$ cat config.mk
export PLATFORM = sky130hd
export DESIGN_NAME = ir_cmd_ctrl_flat
export DESIGN_NICKNAME = d
export VERILOG_FILES = /design/src/rtl/ir_cmd_ctrl_if.sv /design/src/rtl/ir_cmd_ctrl.sv /design/src/flat_wrapper.sv
export SDC_FILE = /design/constraint.sdc
export NUM_CORES = 1
export LEC_CHECK = 0
export BUFFER_PORTS_ARGS = -buffer_cell sky130_fd_sc_hd__buf_4
export CORE_ASPECT_RATIO = 1.5
export CORE_MARGIN = 4
export CORE_UTILIZATION = 45
export DETAILED_ROUTE_END_ITERATION = 7
export PLACE_DENSITY = 0.69
export SKIP_LAST_GASP = 1
export SLEW_MARGIN = 40
export SYNTH_ARGS = -nofsm -noshare
export SYNTH_HDL_FRONTEND = slang
export SYNTH_SLANG_ARGS = --single-unit
$ cat constraint.sdc
create_clock -name CLK -period 8.5 [get_ports CLK]
set_clock_uncertainty 0.2 [all_clocks]
set_input_delay 0.425 -clock CLK [delete_from_list [all_inputs] [get_ports CLK]]
set_output_delay 0.425 -clock CLK [all_outputs]
set_load 0.05 [all_outputs]
$ cat src/rtl/ir_cmd_ctrl_if.sv
// Command pop handshake between ir_cmd_ctrl and the register-side consumer.
// master: FIFO head producer; slave: software-facing consumer.
interface ir_cmd_ctrl_if;
    logic        cmd_valid;
    logic        cmd_ready;
    logic [12:0] cmd_data;

    modport master (
        output cmd_valid,
        output cmd_data,
        input  cmd_ready
    );

    modport slave (
        input  cmd_valid,
        input  cmd_data,
        output cmd_ready
    );
endinterface

$ cat src/rtl/ir_cmd_ctrl.sv
// IR frame -> confirmed key command sequencer with a small pop FIFO.
// Optional held-key auto-repeat events: define IR_REPEAT_EVENT_EN.
module ir_cmd_ctrl #(
    parameter int CONFIRM_CNT   = 2,
    parameter int HOLD_TIMEOUT  = 12000,
    parameter int FIFO_DEPTH    = 4
`ifdef IR_REPEAT_EVENT_EN
    ,
    parameter int REPEAT_PERIOD = 25000
`endif
) (
    input  logic        CLK,
    input  logic        RST,
    input  logic        tick,
    input  logic        enable,
    input  logic        frame_valid,
    input  logic [11:0] frame_code,
    ir_cmd_ctrl_if.master cmd,
    output logic [4:0]  fifo_level,
    output logic        overflow,
    input  logic        ovf_clr,
    output logic [15:0] frame_count,
    output logic [1:0]  state
);

    localparam int TW = $clog2(HOLD_TIMEOUT + 1);
    localparam int PW = $clog2(FIFO_DEPTH);
    localparam int LW = $clog2(FIFO_DEPTH + 1);
    localparam logic [TW-1:0] HT = TW'(HOLD_TIMEOUT);
    localparam logic [3:0]    CC = 4'(CONFIRM_CNT);
    localparam logic [LW-1:0] FULL = LW'(FIFO_DEPTH);

    typedef enum logic [1:0] {
        IDLE    = 2'd0,
        CONFIRM = 2'd1,
        HELD    = 2'd2
    } st_t;

    st_t           st_q, st_n;
    logic [11:0]   key_q, key_n;
    logic [3:0]    match_q, match_n;
    logic [TW-1:0] tmr_q, tmr_n;
    logic          push;
    logic [12:0]   push_data;
    logic          wr_en;
    logic [12:0]   wr_data;

    logic [12:0]   mem [FIFO_DEPTH];
    logic [PW-1:0] wr_q, rd_q;
    logic [LW-1:0] level_q;
    logic          ovf_q;
    logic [15:0]   fc_q;
    logic          valid, full, pop, do_push;

    always_comb begin
        st_n      = st_q;
        key_n     = key_q;
        match_n   = match_q;
        tmr_n     = tmr_q;
        push      = 1'b0;
        push_data = {1'b0, key_q};
        if (!enable) begin
            st_n    = IDLE;
            match_n = '0;
            tmr_n   = '0;
        end else if (frame_valid) begin
            // any frame restarts the hold window, even on the timeout cycle
            tmr_n = '0;
            unique case (st_q)
                IDLE: begin
                    key_n   = frame_code;
                    match_n = 4'd1;
                    if (CC == 4'd1) begin
                        push      = 1'b1;
                        push_data = {1'b0, frame_code};
                        st_n      = HELD;
                    end else begin
                        st_n = CONFIRM;
                    end
                end
                CONFIRM: begin
                    if (frame_code == key_q) begin
                        match_n = match_q + 4'd1;
                        if (match_n >= CC) begin
                            push = 1'b1;
                            st_n = HELD;
                        end
                    end else begin
                        key_n   = frame_code;
                        match_n = 4'd1;
                    end
                end
                HELD: begin
                    if (frame_code != key_q) begin
                        key_n   = frame_code;
                        match_n = 4'd1;
                        st_n    = CONFIRM;
                    end
                end
                default: st_n = IDLE;
            endcase
        end else if (st_q != IDLE) begin
            if (tmr_q == HT) begin
                st_n    = IDLE;
                tmr_n   = '0;
                match_n = '0;
            end else if (tick) begin
                tmr_n = tmr_q + TW'(1);
            end
        end
    end

`ifdef IR_REPEAT_EVENT_EN
    localparam int RW = $clog2(REPEAT_PERIOD + 1);
    localparam logic [RW-1:0] RP1 = RW'(REPEAT_PERIOD - 1);

    logic [RW-1:0] rpt_q, rpt_n;
    logic          rpt_push;

    // repeat clock runs only while HELD persists; entering HELD restarts it
    always_comb begin
        rpt_n    = '0;
        rpt_push = 1'b0;
        if (st_q == HELD && st_n == HELD) begin
            rpt_n = rpt_q;
            if (tick) begin
                if (rpt_q == RP1) begin
                    rpt_n    = '0;
                    rpt_push = 1'b1;
                end else begin
                    rpt_n = rpt_q + RW'(1);
                end
            end
        end
    end

    always_ff @(posedge CLK or posedge RST) begin
        if (RST) rpt_q <= '0;
        else     rpt_q <= rpt_n;
    end

    assign wr_en   = push | rpt_push;
    assign wr_data = rpt_push ? {1'b1, key_q} : push_data;
`else
    assign wr_en   = push;
    assign wr_data = push_data;
`endif

    always_ff @(posedge CLK or posedge RST) begin
        if (RST) begin
            st_q    <= IDLE;
            key_q   <= '0;
            match_q <= '0;
            tmr_q   <= '0;
            fc_q    <= '0;
        end else begin
            st_q    <= st_n;
            key_q   <= key_n;
            match_q <= match_n;
            tmr_q   <= tmr_n;
            if (enable && frame_valid) fc_q <= fc_q + 16'd1;
        end
    end

    assign valid = (level_q != '0);
    assign full  = (level_q == FULL);
    assign pop   = valid & cmd.cmd_ready;
    // a pop frees the slot in the same cycle, so a full FIFO still accepts
    assign do_push = wr_en & (~full | pop);

    always_ff @(posedge CLK or posedge RST) begin
        if (RST) begin
            for (int i = 0; i < FIFO_DEPTH; i++) mem[i] <= '0;
            wr_q    <= '0;
            rd_q    <= '0;
            level_q <= '0;
            ovf_q   <= 1'b0;
        end else begin
            if (do_push) begin
                mem[wr_q] <= wr_data;
                wr_q      <= wr_q + PW'(1);
            end
            if (pop) rd_q <= rd_q + PW'(1);
            if (do_push && !pop)
                level_q <= level_q + LW'(1);
            else if (!do_push && pop)
                level_q <= level_q - LW'(1);
            if (wr_en && !do_push) ovf_q <= 1'b1;
            else if (ovf_clr)      ovf_q <= 1'b0;
        end
    end

    assign cmd.cmd_valid = valid;
    assign cmd.cmd_data  = mem[rd_q];
    assign fifo_level    = 5'(level_q);
    assign overflow      = ovf_q;
    assign frame_count   = fc_q;
    assign state         = st_q;

endmodule

$ cat src/flat_wrapper.sv
// flat-port wrapper written by rule: the top's interface ports become plain ports
module ir_cmd_ctrl_flat 
#(
    parameter int CONFIRM_CNT   = 2,
    parameter int HOLD_TIMEOUT  = 12000,
    parameter int FIFO_DEPTH    = 4

)
  (CLK, RST, tick, enable, frame_valid, frame_code, fifo_level, overflow, ovf_clr, frame_count, state, cmd_cmd_valid, cmd_cmd_data, cmd_cmd_ready);
  ir_cmd_ctrl_if cmd_i ();
  input  logic CLK;
  input  logic RST;
  input  logic tick;
  input  logic enable;
  input  logic frame_valid;
  input  logic [11:0] frame_code;
  output logic [4:0] fifo_level;
  output logic overflow;
  input  logic ovf_clr;
  output logic [15:0] frame_count;
  output logic [1:0] state;
  output wire logic [$bits(cmd_i.cmd_valid)-1:0] cmd_cmd_valid;
  output wire logic [$bits(cmd_i.cmd_data)-1:0] cmd_cmd_data;
  input wire logic [$bits(cmd_i.cmd_ready)-1:0] cmd_cmd_ready;
  assign cmd_cmd_valid = cmd_i.cmd_valid;
  assign cmd_cmd_data = cmd_i.cmd_data;
  assign cmd_i.cmd_ready = cmd_cmd_ready;
  ir_cmd_ctrl #(.CONFIRM_CNT(CONFIRM_CNT), .HOLD_TIMEOUT(HOLD_TIMEOUT), .FIFO_DEPTH(FIFO_DEPTH)) u_core (.CLK(CLK), .RST(RST), .tick(tick), .enable(enable), .frame_valid(frame_valid), .frame_code(frame_code), .cmd(cmd_i), .fifo_level(fifo_level), .overflow(overflow), .ovf_clr(ovf_clr), .frame_count(frame_count), .state(state));
endmodule
==> qor.csv <==
metric,value,unit
fill_cells,964,
area_used_by_multi_input_combinational_logic,0.002487,mm^2
dp_hpwl,7.105,mm
worst_path_max_delay_cell,nor4_2,
crit_path_max_fanout,7,
synth_top_area_share,49.62,%
ys_ff_latch,104,
critical_path_required,8.57,ns
timing.final.setup_violations,0,
global_route.usage.met1,20.69,%
synth.largest_area_cell,dfrtp_1,
synth_seq_area_share,49.62,%
outcome,finished clean,
wl,10.12,mm
clock_latency,0.34,ns
first_global_vias,3331,
path_clk_slew,0.07,ns
antenna_found_initial,0,
synthTopCellsByArea,"dfrtp_1 50%, mux2_4 11%, mux4_2 5.2%",
place.gp.congestion,0.8490,
worst-setup-path-type,flop to flop,
rsz0062_at_grt,no,
setup-tns-final,0,ns
power_frac_seq,47.3,%
initial_drc_count,88,
cell_area_after_synthesis,0.005245,mm^2
initial_core_util,45.72,%
max_clock_freq,287.1,MHz
antenna_cells,0,
max-slew-margin-rel,51.11,%
number_of_enable_type_register_cells_in_the_synthesized_netlist,0,
drive_above_1_share,35.25,%
chipHeight,140.2,um
power_density,212.4,mW/mm^2
hold_path.class,input port to flop,
synthTopCellsByCount,"104 x dfrtp_1, 40 x mux2_4, 23 x xor2_1",
synthFlopType,dfrtp_1,
power.share.clock,33.1,%
grtUsageMet2,27.78,%
grt_use_met3,3.117,%
first_pass_grt_wire_length,17.05,mm
cts_buffer_depth,2,
row_count,48,
globalRoute.totalOverflow,0,
most_crowded_layer_after_global_routing,met2,
routed_via_density,5.270,
grt_start_max_net_pins,79,
detailroute.via_count,3167,
crit_path_frequent_cell,xor2_1,
postCtsResizedCells,0,
cts.sinks,104,
final_slew_viol_count,0,
io-pin-count,57,
die_area,0.01348,mm^2
netlist_instances,392,
numPortBuffers,53,
cp_slowest_stage_delay,0.61,ns
wl_per_cell,16.83,um
tightestPinTransition,0.7334,ns
antenna_left,0,
cts_tree,yes,
final_util,52.97,%
final_net_count,476,
syn_to_final_growth,15.84,%
finalCriticalPeriod,3.483,ns
vdd_drop_max,0.1164,mV
final-seq-area,0.002604,mm^2
drt_pass1_iterations,4,
core,0.01147,mm^2
timing.critical_path.cells,"xor2_1, nor4_2, and3_1, nand3_1, inv_1, ha_1, inv_1, fa_1, xor2_1, nor2_1, xor2_1",
htreeDepth,3,
final.period_utilization,40.98,%
synth_cell_types,50,
timing.critical_path.to_type,flop,
power.switching,410.9,uW
timing.critical_path.arrival,3.55,ns
post-synth-top-count-cell,dfrtp_1,
floorplan.die.width,96.15,um
internal_power_summed_over_all_cells,879.9,uW
yosys_warnings,0,
power_leakage,0.002938,uW
drc,0,
p_comb_share,19.6,%
clockRootBuffer,clkbuf_16,
syn_avg_cell_area,13.38,um^2
async_reset_ff_share,100.0,%
hold_viol_final,0,
netSwitchingFraction,31.83,%
critical_path.startpoint_type,flop,
clock_buffer_count_from_cts,9,
grtUsageTotal,16.32,%
maxCapViolations,0,
[kinds of logic (layout without fill, tap and decap cells)]
family / Yosys count / after routing / synth area share, %
AO/OA/AOI/OAI: 30 / 30 / 3.984
other: 1 / 3 / 0.07150
buffers and inverters: 29 / 86 / 3.101
adder cells (fa/ha/maj): 11 / 11 / 2.767
flip-flops: 104 / 104 / 49.62
multiplexers: 75 / 75 / 21.52
XOR/XNOR: 45 / 45 / 7.514
AND/OR/NAND/NOR: 97 / 97 / 11.43
[placed cells by master (no fill, tap or decap), types with 2 or more instances in the layout]
master / instances
a21o_1: 4
a21oi_1: 7
a31oi_1: 2
and3_1: 4
and4_1: 2
buf_4: 54
clkbuf_16: 9
clkbuf_8: 2
clkinvlp_4: 2
conb_1: 3
dfrtp_1: 103
ha_1: 10
inv_1: 13
mux2_2: 22
mux2_4: 40
mux4_2: 12
nand2_1: 20
nand2b_1: 4
nand3_1: 12
nand4_1: 7
nand4_4: 4
nor2_1: 18
nor3_1: 9
nor4_1: 3
nor4_2: 3
o21a_1: 2
o21ai_0: 4
o2bb2ai_1: 2
or3_1: 3
xnor2_1: 22
xor2_1: 23
[worst paths after layout]
| check | start | end | slack [ns] | depth (start not counted) |
|---|---|---|---|---|
| setup / recovery | u_core.key_q[0]$_DFFE_PP0P_ | u_core.level_q[2]$_DFFE_PP0P_ | 5.02 | 11 |
| hold / removal | ovf_clr | u_core.overflow$_DFFE_PP0P_ | 0.08 | 2 |
| setup reg to reg | u_core.key_q[0]$_DFFE_PP0P_ | u_core.level_q[2]$_DFFE_PP0P_ | 5.02 | 11 |
| hold reg to reg | u_core.frame_count[15]$_DFFE_PP0P_ | u_core.frame_count[15]$_DFFE_PP0P_ | 0.28 | 1 |
| max in group asynchronous | RST | u_core.rd_q[0]$_DFFE_PP0P_ | 6.63 | 4 |
| min in group asynchronous | RST | u_core.frame_count[14]$_DFFE_PP0P_ | 0.43 | 3 |
[timing repair]
item,in CTS,in global routing
hold buffers,1,0
endpoints found under the hold margin,26,0
setup buffers,0,0
[flip-flops by register name (all words and copies together) (netlist names)]
register and flops:
u_core.mem 48, u_core.frame_count 16, u_core.tmr_q 14, u_core.key_q 12
u_core.match_q 4, u_core.level_q 3, u_core.rd_q 2, u_core.state 2
u_core.wr_q 2, u_core.overflow 1
[metal layers]
metal / vias up / wire length (um)
li1: 1498 / -
met1: 1619 / 4220
met2: 43 / 5441
met3: 7 / 339
met4: 0 / 115
met5: - / 0
[power by group through the flow]
stage               Sequential [uW]  Clock, uW  Combinational (uW)
detailed placement              623          0                 257
global route                    623        460                 270
finish                          610        427                 253
CTS                             615        441                 257
global placement                621          0                 251
floorplan                       645          0                 147
[worst max-delay path, delay by kind of cell (launching register included)]
kind / cells / cell delay, ns
xor gates and xnor gates: 3 / 0.52
adders and majority gates: 2 / 0.56
buffers and inverters: 2 / 0.16
DFF: 1 / 0.44
and+or+nand+nor: 4 / 1.51
[through the flow]
stage	setup slack, ns	hold WS, ns	area [um^2]	std cells	power [uW]
final	5.017	0.07629	6076	601	1291
after detailed placement	4.917	0.2310	5749	584	879.2
after global placement	5.036	0.2237	5746	584	871.6
after global routing	4.739	0.08693	6076	601	1353
after floorplan	5.143	0.2740	5253	394	792.1
after CTS	4.981	0.06323	6075	601	1313
[cell type report]
type                    instances  share of cell area [%]
flip-flops and latches        104                   42.85
clock buffers                  11                   4.160
well taps                     150                   3.089
inverters                      14                  0.9061
clock inverters                 5                   1.030
repair buffers                 56                   7.022
multi-input cells             261                   40.94
(Power assumes the default switching activity.)
